===== src/rtl/rom_bus_pkg.sv =====
// rtl/rom_bus_pkg.sv - shared types, latency bounds and address helper for rom_bus_ctrl
package rom_bus_pkg;

  typedef enum logic [1:0] {
    IDLE = 2'd0,
    WAIT = 2'd1,
    DONE = 2'd2,
    PREF = 2'd3
  } state_e;

  localparam int ROM_LAT_MIN = 1;
  localparam int ROM_LAT_MAX = 2;

  // Next word address inside a width-bit space, wrapping all-ones to zero.
  function automatic logic [31:0] addr_inc(input logic [31:0] addr, input int unsigned width);
    logic [31:0] mask;
    mask = (width >= 32) ? '1 : ((32'd1 << width) - 32'd1);
    return (addr + 32'd1) & mask;
  endfunction

endpackage


===== src/rtl/rom_prefetch_buf.sv =====
// rtl/rom_prefetch_buf.sv - one-entry speculative read buffer, built only with ROM_PREFETCH_EN
`ifdef ROM_PREFETCH_EN
module rom_prefetch_buf #(
  parameter int DATA_WIDTH = 8,
  parameter int ADDR_WIDTH = 12
) (
  input  logic                  clk_i,
  input  logic                  rst_n_i,
  input  logic [ADDR_WIDTH-1:0] lookup_addr_i,
  input  logic                  launch_i,
  input  logic [ADDR_WIDTH-1:0] launch_tag_i,
  input  logic                  fill_i,
  input  logic [DATA_WIDTH-1:0] fill_data_i,
  input  logic                  clr_i,
  output logic                  hit_o,
  output logic [DATA_WIDTH-1:0] data_o
);

  logic                  valid_q;
  logic [ADDR_WIDTH-1:0] tag_q;
  logic [DATA_WIDTH-1:0] data_q;

  // A launch retags the entry and invalidates it until the ROM data lands.
  always_ff @(posedge clk_i) begin
    if (!rst_n_i) begin
      valid_q <= 1'b0;
      tag_q   <= '0;
      data_q  <= '0;
    end else if (launch_i) begin
      valid_q <= 1'b0;
      tag_q   <= launch_tag_i;
    end else if (fill_i) begin
      valid_q <= 1'b1;
      data_q  <= fill_data_i;
    end else if (clr_i) begin
      valid_q <= 1'b0;
    end
  end

  assign hit_o  = valid_q && (tag_q == lookup_addr_i);
  assign data_o = data_q;

endmodule
`endif


===== src/rtl/rom_bus_ctrl.sv =====
// rtl/rom_bus_ctrl.sv - 65C02 read-bus to synchronous ROM adapter with RDY stall; ROM_PREFETCH_EN adds next-address prefetch
module rom_bus_ctrl
  import rom_bus_pkg::*;
#(
  parameter int DATA_WIDTH  = 8,
  parameter int ADDR_WIDTH  = 12,
  parameter int ROM_LATENCY = 1
) (
  input  logic                  clk,
  input  logic                  rst_n,
  input  logic [ADDR_WIDTH-1:0] cpu_addr,
  input  logic                  cpu_cs,
  input  logic                  cpu_rwb,
  output logic                  cpu_rdy,
  output logic [DATA_WIDTH-1:0] cpu_data,
  output logic [ADDR_WIDTH-1:0] rom_addr,
  input  logic [DATA_WIDTH-1:0] rom_data
);

  generate
    if (ROM_LATENCY < ROM_LAT_MIN || ROM_LATENCY > ROM_LAT_MAX) begin : g_bad_latency
      $error("rom_bus_ctrl: ROM_LATENCY must be 1 or 2");
    end
  endgenerate

  localparam logic [1:0] LAT = 2'(ROM_LATENCY);

  state_e                state_q, state_d;
  logic [1:0]            cnt_q, cnt_d;
  logic [ADDR_WIDTH-1:0] rom_addr_q, rom_addr_d;
  logic [DATA_WIDTH-1:0] data_q, data_d;
  logic                  rd_req;

  assign rd_req = cpu_cs & cpu_rwb;

`ifdef ROM_PREFETCH_EN
  logic                  pf_hit, pf_launch, pf_fill, pf_clr;
  logic [DATA_WIDTH-1:0] pf_data;

  rom_prefetch_buf #(
    .DATA_WIDTH(DATA_WIDTH),
    .ADDR_WIDTH(ADDR_WIDTH)
  ) u_prefetch_buf (
    .clk_i        (clk),
    .rst_n_i      (rst_n),
    .lookup_addr_i(cpu_addr),
    .launch_i     (pf_launch),
    .launch_tag_i (rom_addr_d),
    .fill_i       (pf_fill),
    .fill_data_i  (rom_data),
    .clr_i        (pf_clr),
    .hit_o        (pf_hit),
    .data_o       (pf_data)
  );

  assign cpu_data = (state_q == IDLE && rd_req && pf_hit) ? pf_data : data_q;
`else
  assign cpu_data = data_q;
`endif

  assign rom_addr = rom_addr_q;

  always_comb begin
    state_d    = state_q;
    cnt_d      = cnt_q;
    rom_addr_d = rom_addr_q;
    data_d     = data_q;
    cpu_rdy    = 1'b1;
`ifdef ROM_PREFETCH_EN
    pf_launch  = 1'b0;
    pf_fill    = 1'b0;
    pf_clr     = 1'b0;
`endif
    case (state_q)
      IDLE: begin
`ifdef ROM_PREFETCH_EN
        if (rd_req && pf_hit) begin
          rom_addr_d = ADDR_WIDTH'(addr_inc(32'(cpu_addr), ADDR_WIDTH));
          cnt_d      = LAT;
          pf_launch  = 1'b1;
          state_d    = PREF;
        end else
`endif
        if (rd_req) begin
          cpu_rdy    = 1'b0;
          rom_addr_d = cpu_addr;
          cnt_d      = LAT;
          state_d    = WAIT;
`ifdef ROM_PREFETCH_EN
          pf_clr     = 1'b1;
`endif
        end
      end
      // Bus inputs are deliberately ignored here; the read always lands in data_q.
      WAIT: begin
        cpu_rdy = 1'b0;
        if (cnt_q != 2'd0) begin
          cnt_d = cnt_q - 2'd1;
        end else begin
          data_d  = rom_data;
          state_d = DONE;
        end
      end
      DONE: begin
`ifdef ROM_PREFETCH_EN
        rom_addr_d = ADDR_WIDTH'(addr_inc(32'(rom_addr_q), ADDR_WIDTH));
        cnt_d      = LAT;
        pf_launch  = 1'b1;
        state_d    = PREF;
`else
        state_d = IDLE;
`endif
      end
`ifdef ROM_PREFETCH_EN
      PREF: begin
        cpu_rdy = ~rd_req;
        if (cnt_q != 2'd0) begin
          cnt_d = cnt_q - 2'd1;
        end else begin
          pf_fill = 1'b1;
          state_d = IDLE;
        end
      end
`endif
      default: state_d = IDLE;
    endcase
  end

  always_ff @(posedge clk) begin
    if (!rst_n) begin
      state_q    <= IDLE;
      cnt_q      <= 2'd0;
      rom_addr_q <= '0;
      data_q     <= '0;
    end else begin
      state_q    <= state_d;
      cnt_q      <= cnt_d;
      rom_addr_q <= rom_addr_d;
      data_q     <= data_d;
    end
  end

endmodule

===== config.mk =====
export PLATFORM = sky130hd
export DESIGN_NAME = rom_bus_ctrl
export DESIGN_NICKNAME = d
export VERILOG_FILES = /design/src/rtl/rom_bus_pkg.sv /design/src/rtl/rom_prefetch_buf.sv /design/src/rtl/rom_bus_ctrl.sv
export SDC_FILE = /design/constraint.sdc
export NUM_CORES = 1
export LEC_CHECK = 0
export ABC_CLOCK_PERIOD_IN_PS = 1100
export CAP_MARGIN = 20
export CELL_PAD_IN_SITES_DETAIL_PLACEMENT = 1
export CELL_PAD_IN_SITES_GLOBAL_PLACEMENT = 2
export CORE_MARGIN = 3
export CORE_UTILIZATION = 20
export DETAILED_ROUTE_END_ITERATION = 7
export GPL_TIMING_DRIVEN = 0
export PLACE_DENSITY = 0.72
export RECOVER_POWER = 50
export REMOVE_ABC_BUFFERS = 1
export SLEW_MARGIN = 20
export SYNTH_ARGS = -nofsm -noshare
export SYNTH_HDL_FRONTEND = slang
export SYNTH_SLANG_ARGS = --single-unit

===== constraint.sdc =====
create_clock -name clk -period 1.1 [get_ports clk]
set_input_delay 0.11 -clock clk [delete_from_list [all_inputs] [get_ports clk]]
set_output_delay 0.11 -clock clk [all_outputs]
set_load 0.02 [all_outputs]

=== Yosys cells after proc, flatten, opt, wreduce, memory -nomap -nowiden ===
Cells that the tools add are included.

* Register bits: 24
* Latch bits: 0
* Bits in read-only memories: 0
* Input port bits: 24
* Memories kept: 0
* Output and inout bits: 21
* Memory bits (writable): 0

* Eq/ne operators: 4
* Multipliers: 0
* Div/mod/pow operators: 0
* Reductions and logical operators: 7
* Shift operators: 0
* Multiplexer cells: 7
* Bitwise gates (word level): 2
* Add/sub/neg operators: 1
* Magnitude comparators: 0

{| class="wikitable"
|+ Operators by type and width
! cell !! count
|-
| 2-bit case mux with 2 select lines || 2
|-
| 2-bit 2-to-1 mux || 3
|-
| 2-bit != test, second input constant || 3
|-
| 2-bit AND reduction || 3
|-
| 2-bit nonzero test || 2
|-
| 3-bit AND reduction || 1
|-
| 2-bit by 1-bit == test with 1-bit output, second input constant || 1
|-
| 2-bit logical NOT || 1
|-
| 1-bit case mux with 2 select lines || 1
|-
| 2-bit by 1-bit subtractor with 2-bit output, second input constant || 1
|-
| 1-bit AND || 1
|-
| 1-bit 2-to-1 mux || 1
|-
| 1-bit inverter || 1
|}

=== Logic depth before layout (Yosys ltp) ===
Gate-level depths: netlist (run 1).

* Word-level depth: 3
* Gate-level depth with buffers: 6
* Depth with buffers taken out: 5

=== Worst setup path after synthesis (run 1) ===
No wires, ideal clock.

* Path type: register to register
* Start: register cnt_q[0]
* End: register data_q[0] (netlist: cpu_data[0])
* Period minus slack after synthesis: 1.205 ns
* Data arrival time: 1.077 ns
* Stages on the path, launching flop included: 7
* Slack: -0.105 ns
* Cell sequence: dfxtp_1 inv_1 ha_1 nand3b_1 buf_6 mux2i_1 nor2_1

* Longest elaborated chain between the ends: 3

{| class="wikitable"
|+ Ends and longest elaborated chain
! item !! line !! RTL
|-
| from (decl) || rom_bus_ctrl.sv:29 || <nowiki>logic [1:0] cnt_q, cnt_d;</nowiki>
|-
| from (signal assigned) || rom_bus_ctrl.sv:137 || <nowiki>cnt_q <= cnt_d;</nowiki>
|-
| 2-bit nonzero test || rom_bus_ctrl.sv:97 || <nowiki>if (cnt_q != 2'd0) begin</nowiki>
|-
| 1-bit inverter (no line) || n/a ||
|-
| 2-bit AND reduction (no line) || n/a ||
|-
| to (signal assigned) || rom_bus_ctrl.sv:139 || <nowiki>data_q <= data_d;</nowiki>
|-
| to (decl) || rom_bus_ctrl.sv:31 || <nowiki>logic [DATA_WIDTH-1:0] data_q, data_d;</nowiki>
|}

Every way passes these cells.
A chain may end at the register's enable or synchronous reset.

=== Final worst setup path (run 1) ===
* Start: register cnt_q[0]
* End: register data_q[2] (netlist: cpu_data[2])

The elaborated chain is that of the path after synthesis.

==> results.rst, run 1 <==
.. list-table::
   :header-rows: 1

   * - Metric
     - Value
   * - Wire length of the first global-routing pass
     - 4610 um
   * - Crit end category
     - flip-flop
   * - Initial Utilization
     - 0.214
   * - IO buf count
     - between 40 and 50
   * - Final instance area
     - between 0.0015 and 0.002 mm^2
   * - Area of the multi-input gates
     - approximately 520 um^2
   * - M1 GR Usage
     - 0.114
   * - Clock buffer count from CTS
     - 3
   * - Hold WC Path Type
     - input pin to flip-flop
   * - I/O Pins
     - 45
   * - Number of buffers inserted by hold repair at cts
     - 0
   * - Layout Utilization
     - 0.355
   * - Most used routing layer in global routing
     - met2
   * - Total power draw
     - 1.83 mW
   * - Pin count of the biggest net entering global routing
     - 27
   * - Leakage
     - 0.674 nW
   * - Cell variety after synth
     - 19
   * - Max-cap violation count
     - 0
   * - Clock share of power
     - 0.274
   * - Met3 track demand over resource
     - 0.0547
   * - Mean instance size in the synthesized netlist
     - 9.29 um^2
   * - Reg-to-reg slack, setup
     - -0.11 ns
   * - Htree depth
     - 1
   * - Number of nets in the layout
     - about 180
   * - Overall fraction of global-route tracks in use
     - 0.109
   * - CTS Buffer Depth
     - 2
   * - Share of synthesized area occupied by flip-flops and latches
     - 0.502
   * - CTS clk-pin slew, worst paths
     - ~0.080 ns
   * - HPWL after detailed placement
     - 1900 um
   * - Area growth from synthesis to layout
     - 66.0%
   * - Internal power component
     - around 1.4 mW
   * - Std cell rows
     - 24
   * - Worst Slack Setup Final
     - -0.113 ns
   * - Relative contribution of sequential cells to total power
     - 0.512
   * - Async set-or-reset flop fraction in the synthesized netlist
     - 0
   * - Via count of the first global-routing pass
     - 960
   * - Die area
     - 0.00565 mm^2
   * - Die Width
     - between 70 and 80 um
   * - Worst Tran Pin Value
     - around 0.53 ns
   * - Slew Viols, Final
     - 0
   * - RSZ-0062 raised after global routing
     - true
   * - Most instantiated flip-flop cell in the synthesis netlist
     - dfxtp_1
   * - Clock sink count
     - 24
   * - Fraction of power spent switching nets
     - 0.258
   * - Worst setup path end
     - cpu_data[2]$_SDFFE_PN0P_
   * - Max FO, Critical Path
     - 5
   * - Arrival time of the worst setup path
     - 1.35 ns
   * - Diode insertion count for antenna repair
     - 0
   * - Startpoint kind of the worst setup timing path
     - flip-flop
   * - TritonCTS clock tree
     - built
   * - Number of antenna violations at the first check in global routing
     - 0
   * - Power per cell area
     - ~1100 mW/mm^2
   * - Area after DPL
     - 0.00141 mm^2
   * - Total of fill cells in the finished design
     - ~500
   * - Critical Setup Path Class
     - flip-flop to flip-flop
   * - Met2 track demand over resource
     - 0.203
   * - Max Fclk
     - a little over 800 MHz
   * - Endpoints failing hold
     - 0
   * - Logic gate share of total power
     - 0.214
   * - Total of flip-flops plus latches after synthesis
     - 24
   * - Capturing point of the worst reg2reg path
     - cpu_data[2]$_SDFFE_PN0P_
   * - Warning count from the yosys run
     - 0
   * - Remaining max-slew budget at the tightest pin
     - 0.649
   * - Number of flops mapped to enable cells by yosys
     - 0
   * - Tmin final
     - approximately 1.2 ns
   * - Placeable core region
     - between 0.004 and 0.005 mm^2
   * - Overall die height
     - around 75 um
   * - Net Sw Power
     - between 400 and 500 uW
   * - Req. time, crit path
     - 1.24 ns
   * - Total via count in the routed design
     - 946
   * - Area occupied by registers
     - a little under 500 um^2
   * - Number of nets still failing antenna checks after routing
     - 0
   * - Share of cells above drive strength 1
     - 0.172
   * - Fraction of the cycle the final worst path needs
     - 1.10
   * - Cell area after technology mapping
     - approximately 960 um^2
   * - Worst-case reg-to-reg path depth
     - 6
   * - Violated checks
     - setup timing
   * - Clock skew
     - ~0.0037 ns
   * - Result of the run
     - complete, but fails checks
   * - Wire length per cell after detailed routing
     - 15.4 um
   * - Via density
     - between 4 and 5
   * - Congestion Overflow GR
     - 0
   * - Routability-driven placement congestion ratio
     - between 0.6 and 0.7
   * - Count of mapped cells out of synthesis
     - 103
   * - Detailed-routing iteration count for the pre-antenna-repair pass
     - 3
   * - Clock root buffer master
     - clkbuf_8
   * - Maximum vdd ir drop
     - 0.000667 V
   * - DRC errors left
     - 0
   * - Setup-violating endpoint count in the final report
     - 10
   * - Critical Path Start
     - cnt_q[0]$_SDFFE_PN0P_
   * - Sum of routed wire length over all layers
     - 3130 um
   * - Initial DRC Count
     - 17
   * - Worst reg2reg startpoint
     - cnt_q[0]$_SDFFE_PN0P_
   * - Clock latency of the later-clocked register in the worst-skew pair
     - 0.26 ns
through the flow:
stage | hold WS (ns) | worst slack (ns) | std cells | TNS, ns
6_report | 0.369 | -0.113 | 203 | -0.901
5_1_grt | 0.400 | -0.209 | 203 | -1.86
4_1_cts | 0.378 | -0.0991 | 200 | -0.808
3_5_place_dp | 0.454 | -0.880 | 192 | -15.05
3_3_place_gp | 0.443 | -0.786 | 192 | -12.93
2_1_floorplan | 0.243 | -0.266 | 96 | -2.27
cells in the mapped netlist, types with 2 or more instances:
cell / count / area, um^2
clkbuf_1: 2 / 7.51
mux2i_1: 8 / 80.1
inv_1: 3 / 11.3
nand3_1: 12 / 60.1
o21ai_1: 13 / 65.1
buf_2: 2 / 10.0
dfxtp_1: 24 / 480
nand3b_1: 2 / 15.0
nor2_1: 10 / 37.5
buf_6: 3 / 33.8
a211oi_1: 3 / 22.5
nand2_1: 14 / 52.6
sequential cells by signal, summed over array words and instances (netlist names):
| register | flops |
|---|---|
| cnt_q | 2 |
| cpu_data | 8 |
| rom_addr | 12 |
| state_q | 2 |
power groups by stage:
stage | clock [mW] | sequential (mW) | combinational [mW]
2_1_floorplan | 0 | 0.994 | 0.106
3_3_place_gp | 0 | 0.953 | 0.337
3_5_place_dp | 0 | 0.956 | 0.346
4_1_cts | 0.541 | 0.936 | 0.364
5_1_grt | 0.572 | 0.942 | 0.426
6_report | 0.500 | 0.935 | 0.391
placed cells by master, fill, tap and decap left out, drive strengths merged:
master	n
nand3b	2
o32ai	1
nand4bb	4
clkbuf	5
mux2i	8
clkdlybuf4s50	20
nor4b	1
ha	1
or2	1
nand2b	1
o21ai	13
a21oi	1
a211oi	3
nor2	10
clkdlybuf4s15	8
buf	6
dlygate4sd2	13
inv	3
nand3	12
nand2	14
dfxtp	24
final cells by class:
| cell class | instances | share of cell area |
|---|---|---|
| multi-input cells | 72 | 0.328 |
| flip-flops and latches | 24 | 0.309 |
| repair buffers | 49 | 0.290 |
| well taps | 52 | 0.0409 |
| clock buffers | 3 | 0.0260 |
| inverters | 3 | 0.00709 |
critical path: stages (launching register included):
cell      delay [ns]
dfxtp_2         0.34
inv_2           0.05
ha_4            0.17
nand3b_1        0.14
buf_6           0.15
mux2i_1         0.19
nor2_1          0.05
cell families after synthesis:
kind of cell	after synthesis	share of synthesized area
adders and majority gates	1	0.0131
AOI/OAI and AO/OA	18	0.106
DFF	24	0.502
buffers and inverters	10	0.0654
and+or+nand+nor	42	0.230
muxes	8	0.0837
worst min-delay path by stage:
stage,startpoint,cells past startpoint,slack [ns],to
detailed placement,rom_addr[1]$_SDFFE_PN0P_,2,0.45,rom_addr[1]$_SDFFE_PN0P_
global placement,rom_addr[11]$_SDFFE_PN0P_,2,0.44,rom_addr[11]$_SDFFE_PN0P_
CTS,cpu_addr[10],3,0.38,rom_addr[10]$_SDFFE_PN0P_
global route,cpu_addr[5],3,0.40,rom_addr[5]$_SDFFE_PN0P_
floorplan,cpu_addr[0],2,0.24,rom_addr[0]$_SDFFE_PN0P_
finish,cpu_cs,3,0.37,state_q[0]$_SDFFE_PN0P_
what timing repair did:
action | in CTS | in global routing
gates cloned | 1 | 2
buffers inserted | 4 | 1
setup endpoints to repair | 45 | 33
pin swaps | 3 | 2
gates resized for setup | 44 | 17
layer usage:
layer	up-vias	part of all wire
met1	442	0.41
li1	461	-
met2	41	0.48
met5	-	0
met3	2	0.10
met4	0	0.0086
No activity file was read; power rests on OpenSTA's default activity.
==> inputs of run 2 (changes only) <==
--- a/config.mk
+++ b/config.mk
@@ -5,15 +5,15 @@
 export SDC_FILE = /design/constraint.sdc
 export NUM_CORES = 1
 export LEC_CHECK = 0
-export ABC_CLOCK_PERIOD_IN_PS = 1100
+export ABC_CLOCK_PERIOD_IN_PS = 1300
 export CAP_MARGIN = 20
 export CELL_PAD_IN_SITES_DETAIL_PLACEMENT = 1
 export CELL_PAD_IN_SITES_GLOBAL_PLACEMENT = 2
 export CORE_MARGIN = 3
-export CORE_UTILIZATION = 20
+export CORE_UTILIZATION = 22
 export DETAILED_ROUTE_END_ITERATION = 7
 export GPL_TIMING_DRIVEN = 0
-export PLACE_DENSITY = 0.72
+export PLACE_DENSITY = 0.75
 export RECOVER_POWER = 50
 export REMOVE_ABC_BUFFERS = 1
 export SLEW_MARGIN = 20
==> constraint.sdc (replaced) <==
create_clock -name clk -period 1.3 [get_ports clk]
set_input_delay 0.13 -clock clk [delete_from_list [all_inputs] [get_ports clk]]
set_output_delay 0.13 -clock clk [all_outputs]
set_load 0.02 [all_outputs]
==> results.rst, run 2 (synthesis results as in run 1) <==
.. list-table::
   :header-rows: 1

   * - Metric
     - Value
   * - Critical Path Start
     - cnt_q[0]$_SDFFE_PN0P_
   * - Number of nets still failing antenna checks after routing
     - 0 (unchanged)
   * - Fraction of the cycle the final worst path needs
     - 0.973 (-0.129)
   * - Via density
     - 4.61 (-1.1%)
   * - Worst Tran Pin Value
     - 0.514 ns (-0.0121 ns)
   * - Worst reg2reg startpoint
     - cnt_q[0]$_SDFFE_PN0P_
   * - Startpoint kind of the worst setup timing path
     - flip-flop
   * - Congestion Overflow GR
     - 0 (unchanged)
   * - RSZ-0062 raised after global routing
     - true
   * - Clock latency of the later-clocked register in the worst-skew pair
     - 0.26 ns (about the same)
   * - Number of buffers inserted by hold repair at cts
     - 0 (unchanged)
   * - Routability-driven placement congestion ratio
     - 0.672 (-2.0%)
   * - Power per cell area
     - 1020 mW/mm^2 (-11%)
   * - Hold WC Path Type
     - input pin to flip-flop
   * - Arrival time of the worst setup path
     - 1.41 ns (+0.06 ns)
   * - Maximum vdd ir drop
     - 0.000667 V (about the same)
   * - Critical Setup Path Class
     - flip-flop to flip-flop
   * - Final instance area
     - 0.00150 mm^2 (-5.9%)
   * - Clock sink count
     - 24 (unchanged)
   * - Wire length of the first global-routing pass
     - 4460 um (-3.1%)
   * - Setup-violating endpoint count in the final report
     - 0 (-10)
   * - Area after DPL
     - 0.00141 mm^2 (-0.18%)
   * - Std cell rows
     - 23 (-4.2%)
   * - Leakage
     - 0.677 nW (+0.54%)
   * - Clock root buffer master
     - clkbuf_8
   * - Most common cell after layout, fill and taps aside
     - dlygate4sd2_1
   * - Clock skew
     - 0.00226 ns (-0.00149 ns)
   * - Layout Utilization
     - 0.366 (+0.0107)
   * - Max FO, Critical Path
     - 5 (unchanged)
   * - Initial Utilization
     - 0.234 (+0.0203)
   * - Crit end category
     - flip-flop
   * - Pin count of the biggest net entering global routing
     - 27 (unchanged)
   * - Source of the worst hold timing path
     - cpu_addr[11]
   * - Share of cells above drive strength 1
     - 0.128 (-0.0438)
   * - Die Width
     - 72.0 um (-4.3%)
   * - Diode insertion count for antenna repair
     - 0 (unchanged)
   * - Result of the run
     - complete, no violations
   * - Number of antenna violations at the first check in global routing
     - 0 (unchanged)
   * - Number of nets in the layout
     - 175 (-1.7%)
   * - Area growth from synthesis to layout
     - 56.2%
   * - Detailed-routing iteration count for the pre-antenna-repair pass
     - 3 (unchanged)
   * - Placeable core region
     - 0.00409 mm^2 (-8.7%)
   * - CTS clk-pin slew, worst paths
     - 0.08 ns (about the same)
   * - Endpoints failing hold
     - 0 (unchanged)
   * - Overall die height
     - 72.0 um (-4.3%)
   * - Via count of the first global-routing pass
     - 969 (+0.94%)
   * - Tmin final
     - 1.26 ns (+0.0523 ns)
   * - Max-cap violation count
     - 0 (unchanged)
   * - Commonest cells after routing, fill and taps aside
     - dlygate4sd2_1 (22), dfxtp_1 (20), clkdlybuf4s50_1 (20)
   * - Number of flip-flops in the largest register
     - 12 (unchanged)
   * - Slew Viols, Final
     - 0 (unchanged)
   * - Die area
     - 0.00518 mm^2 (-8.4%)
   * - Overall fraction of global-route tracks in use
     - 0.108 (-0.000923)
   * - CTS Buffer Depth
     - 2 (unchanged)
   * - Sum of routed wire length over all layers
     - 2780 um (-11%)
   * - IO buf count
     - 44 (unchanged)
   * - Total via count in the routed design
     - 913 (-3.5%)
   * - HPWL after detailed placement
     - 1860 um (-1.7%)
   * - DRC errors left
     - 0 (unchanged)
   * - Wire length per cell after detailed routing
     - 14.1 um (-8.9%)
   * - Htree depth
     - 1 (unchanged)
   * - Remaining max-slew budget at the tightest pin
     - 0.658 (+0.00808)
   * - TritonCTS clock tree
     - built
   * - I/O Pins
     - 45 (unchanged)
   * - Setup TNS
     - 0 ns (+0.901 ns)
   * - Initial DRC Count
     - 33 (+16)
   * - Req. time, crit path
     - 1.45 ns (+0.21 ns)
   * - Clock buffer count from CTS
     - 3 (unchanged)
   * - Max Fclk
     - 791 MHz (-4.1%)
==> run 2: final cells by class <==
cell class | instances | area [um^2]
Fill cell | 490 | 2590
Sequential cell | 24 | 488
Timing Repair Buffer | 48 | 449
Multi-Input combinational cell | 70 | 443
Tap cell | 50 | 62.6
Clock buffer | 3 | 41.3
Inverter | 3 | 11.3
==> run 2: stage by stage <==
| stage | setup slack, ns | power, mW | cells | hold WS, ns |
|---|---|---|---|---|
| after floorplan | -0.0664 | 0.931 | 96 | 0.263 |
| after global placement | -0.638 | 1.09 | 190 | 0.444 |
| after detailed placement | -0.715 | 1.10 | 190 | 0.450 |
| after CTS | 0.0162 | 1.53 | 195 | 0.373 |
| after global routing | -0.0364 | 1.62 | 198 | 0.406 |
| final | 0.0350 | 1.52 | 198 | 0.409 |
==> run 2: power breakdown <==
part | internal [mW] | leakage (nW) | switching, mW
combinational | 0.150 | 0.458 | 0.145
sequential | 0.770 | 0.198 | 0.0225
clock | 0.207 | 0.0216 | 0.227
==> run 2: critical path, stage by stage (launching register included) <==
cell and delay, ns:
dfxtp_2 0.36, inv_2 0.05, ha_4 0.17, nand3b_1 0.16
buf_6 0.16, mux2i_1 0.20, nor2_1 0.05
==> run 2: metal layers <==
metal | vias up | wire length [um] | track usage | share of wire
met4 | 0 | 30 | 0.0188 | 0.011
met3 | 2 | 305 | 0.0568 | 0.11
li1 | 447 | - | - | -
met5 | - | 0 | 0 | 0
met2 | 46 | 1160 | 0.172 | 0.42
met1 | 418 | 1280 | 0.130 | 0.46
==> run 2: what timing repair did <==
action / CTS / global route
pin swaps: 1 / 4
endpoints found under the setup margin: 32 / 21
gates resized for setup: 32 / 9
cloned: 0 / 1
buffers inserted: 2 / 2
==> run 2: path summary, 6_finish.rpt <==
| path | cells past startpoint | slack (ns) | end |
|---|---|---|---|
| setup / recovery | 6 | 0.04 | cpu_data[3]$_SDFFE_PN0P_ |
| hold / removal | 3 | 0.41 | rom_addr[11]$_SDFFE_PN0P_ |
| setup reg to reg | 6 | 0.04 | cpu_data[3]$_SDFFE_PN0P_ |
| hold reg to reg | 2 | 0.45 | rom_addr[5]$_SDFFE_PN0P_ |
==> inputs of run 3 (changes only) <==
--- a/config.mk
+++ b/config.mk
@@ -5,7 +5,7 @@
 export SDC_FILE = /design/constraint.sdc
 export NUM_CORES = 1
 export LEC_CHECK = 0
-export ABC_CLOCK_PERIOD_IN_PS = 1300
+export ABC_CLOCK_PERIOD_IN_PS = 1340
 export CAP_MARGIN = 20
 export CELL_PAD_IN_SITES_DETAIL_PLACEMENT = 1
 export CELL_PAD_IN_SITES_GLOBAL_PLACEMENT = 2
==> constraint.sdc (replaced) <==
create_clock -name clk -period 1.34 [get_ports clk]
set_input_delay 0.134 -clock clk [delete_from_list [all_inputs] [get_ports clk]]
set_output_delay 0.134 -clock clk [all_outputs]
set_load 0.02 [all_outputs]
==> results.rst, run 3 (synthesis results as in run 1) <==
.. list-table::
   :header-rows: 1

   * - Metric
     - Value
   * - Total via count in the routed design
     - 917 (+0.44%)
   * - Max Fclk
     - 793 MHz (+0.27%)
   * - Critical Setup Path Class
     - flip-flop to flip-flop
   * - Capturing point of the worst reg2reg path
     - cpu_data[3]$_SDFFE_PN0P_
   * - Overall die height
     - 72.0 um (unchanged)
   * - Placeable core region
     - 0.00409 mm^2 (unchanged)
   * - Clock skew
     - 0.00152 ns (-0.000740 ns)
   * - Congestion Overflow GR
     - 0 (unchanged)
   * - Diode insertion count for antenna repair
     - 0 (unchanged)
   * - Max-cap violation count
     - 0 (unchanged)
   * - Slew Viols, Final
     - 0 (unchanged)
   * - Worst-case reg-to-reg path depth
     - 4 (-2)
   * - Endpoints failing hold
     - 0 (unchanged)
   * - Max FO, Critical Path
     - 8 (+3)
   * - Commonest cells after routing, fill and taps aside
     - dlygate4sd2_1 (22), dfxtp_1 (21), clkdlybuf4s50_1 (20)
   * - Via count of the first global-routing pass
     - 973 (+0.41%)
   * - Maximum vdd ir drop
     - 0.000667 V (about the same)
   * - Overall fraction of global-route tracks in use
     - 0.107 (-0.000870)
   * - Detailed-routing iteration count for the pre-antenna-repair pass
     - 4 (+1)
   * - Total power draw
     - 1.47 mW (-3.6%)
   * - Crit end category
     - flip-flop
   * - Hold EP
     - rom_addr[11]$_SDFFE_PN0P_
   * - Tmin final
     - 1.26 ns (-0.00342 ns)
   * - Clock buffer count from CTS
     - 3 (unchanged)
   * - Initial DRC Count
     - 22 (-33%)
   * - CTS Buffer Depth
     - 2 (unchanged)
   * - Worst Slack Setup Final
     - 0.0785 ns (+0.0434 ns)
   * - Pin count of the biggest net entering global routing
     - 27 (unchanged)
   * - Clock sink count
     - 24 (unchanged)
   * - Power per cell area
     - 988 mW/mm^2 (-2.9%)
   * - Share of cells above drive strength 1
     - 0.109 (-0.0195)
   * - Reg-to-reg slack, setup
     - 0.08 ns (+0.04 ns)
   * - Number of non-filler instances in the completed layout
     - 197 (-0.51%)
   * - Number of nets in the layout
     - 174 (-0.57%)
   * - Fraction of the cycle the final worst path needs
     - 0.941 (-0.0316)
   * - Via density
     - 4.65 (+0.95%)
   * - Die Width
     - 72.0 um (unchanged)
   * - Std cell rows
     - 23 (unchanged)
   * - Sum of routed wire length over all layers
     - 2780 um (-0.22%)
   * - Result of the run
     - complete, no violations
   * - CTS clk-pin slew, worst paths
     - 0.08 ns (about the same)
   * - Worst Tran Pin Value
     - 0.513 ns (-0.000730 ns)
   * - Number of buffers inserted by hold repair at cts
     - 0 (unchanged)
   * - Worst setup slack after placement
     - -0.679 ns (+0.0360 ns)
   * - Clock latency of the later-clocked register in the worst-skew pair
     - 0.26 ns (about the same)
   * - Wire length of the first global-routing pass
     - 4440 um (-0.47%)
   * - HPWL after detailed placement
     - 1860 um (unchanged)
   * - Leakage
     - 0.672 nW (-0.73%)
   * - Die area
     - 0.00518 mm^2 (unchanged)
   * - Initial Utilization
     - 0.234 (unchanged)
   * - Routability-driven placement congestion ratio
     - 0.672 (unchanged)
   * - Clock root buffer master
     - clkbuf_8
   * - DRC errors left
     - 0 (unchanged)
   * - TritonCTS clock tree
     - built
   * - I/O Pins
     - 45 (unchanged)
   * - Area growth from synthesis to layout
     - 55.0%
   * - Setup TNS
     - 0 ns (unchanged)
   * - Number of antenna violations at the first check in global routing
     - 0 (unchanged)
   * - Number of flip-flops in the largest register
     - 12 (unchanged)
   * - Setup-violating endpoint count in the final report
     - 0 (unchanged)
   * - Req. time, crit path
     - 1.48 ns (+0.03 ns)
   * - Worst reg2reg startpoint
     - state_q[1]$_SDFFE_PN0P_
   * - Remaining max-slew budget at the tightest pin
     - 0.658 (about the same)
   * - Most common cell after layout, fill and taps aside
     - dlygate4sd2_1
   * - Source of the worst hold timing path
     - cpu_addr[11]
   * - Startpoint kind of the worst setup timing path
     - flip-flop
   * - Htree depth
     - 1 (unchanged)
   * - Hold WC Path Type
     - input pin to flip-flop
   * - Wire length per cell after detailed routing
     - 14.1 um (+0.29%)
   * - Arrival time of the worst setup path
     - 1.41 ns (about the same)
   * - IO buf count
     - 44 (unchanged)
   * - Number of placed instances with taps included
     - 190 (unchanged)
   * - Worst hold path depth
     - 3 (unchanged)
   * - Total of fill cells in the finished design
     - 489 (-0.20%)
   * - Number of nets still failing antenna checks after routing
     - 0 (unchanged)
==> run 3: changes by cell type in the layout (fill, tap and decap cells not counted) <==
cell | before | now
buf_2 | 0 | 1
buf_4 | 3 | 1
inv_1 | 1 | 2
dfxtp_1 | 20 | 21
inv_2 | 2 | 1
dfxtp_2 | 3 | 2
==> run 3: routing by layer <==
layer / wire length (um) / vias up / global-route usage / share of wire
met1: 1260 / 422 / 0.127 / 0.45
met5: 0 / - / 0 / 0
met2: 1180 / 47 / 0.173 / 0.43
met3: 304 / 2 / 0.0568 / 0.11
li1: - / 446 / - / -
met4: 30 / 0 / 0.0188 / 0.011
==> run 3: final cells by class <==
cell class                 instances  area [um^2]  area share
sequential                        24          487       0.328
inverter                           3         11.3     0.00759
timing repair buffer              47          439       0.296
clock buffer                       3         41.3      0.0278
multi-input combinational         70          443       0.298
tap                               50         62.6      0.0422
==> run 3: worst max-delay path by stage <==
stage               slack (ns)  depth (start not counted)                       end                     from
CTS                      0.002                          6  cpu_data[1]$_SDFFE_PN0P_    cnt_q[0]$_SDFFE_PN0P_
detailed placement       -0.68                          3     cnt_q[0]$_SDFFE_PN0P_                    rst_n
global placement         -0.60                          3     cnt_q[0]$_SDFFE_PN0P_                    rst_n
global route             -0.01                          6  cpu_data[3]$_SDFFE_PN0P_    cnt_q[1]$_SDFFE_PN0P_
finish                    0.08                          4  cpu_data[3]$_SDFFE_PN0P_  state_q[1]$_SDFFE_PN0P_
floorplan                -0.03                          5  cpu_data[0]$_SDFFE_PN0P_    cnt_q[0]$_SDFFE_PN0P_
==> run 3: critical path, stage by stage (launching register included) <==
cell	delay, ns
dfxtp_1	0.50
nand3b_1	0.23
buf_6	0.16
mux2i_1	0.20
nor2_1	0.05
==> run 3: per-stage QoR <==
stage	hold slack, ns	cell area (um^2)	utilization
floorplan	0.267	906	-
global placement	0.444	1410	0.345
detailed placement	0.450	1410	0.345
CTS	0.377	1440	0.353
global route	0.410	1480	0.363
finish	0.414	1480	0.363
==> run 3: timing repair <==
| item | 4_1_cts | 5_1_grt |
|---|---|---|
| setup buffers | 2 | 1 |
| cloned | 0 | 1 |
| gates resized for setup | 30 | 8 |
| endpoints found under the setup margin | 32 | 14 |
| pin swaps | 1 | 2 |
| hold endpoints to repair | 0 | 0 |
==> run 3: power breakdown <==
group | total [mW] | switching (mW) | internal (mW)
clock | 0.415 | 0.214 | 0.201
sequential | 0.768 | 0.0217 | 0.747
combinational | 0.283 | 0.140 | 0.143
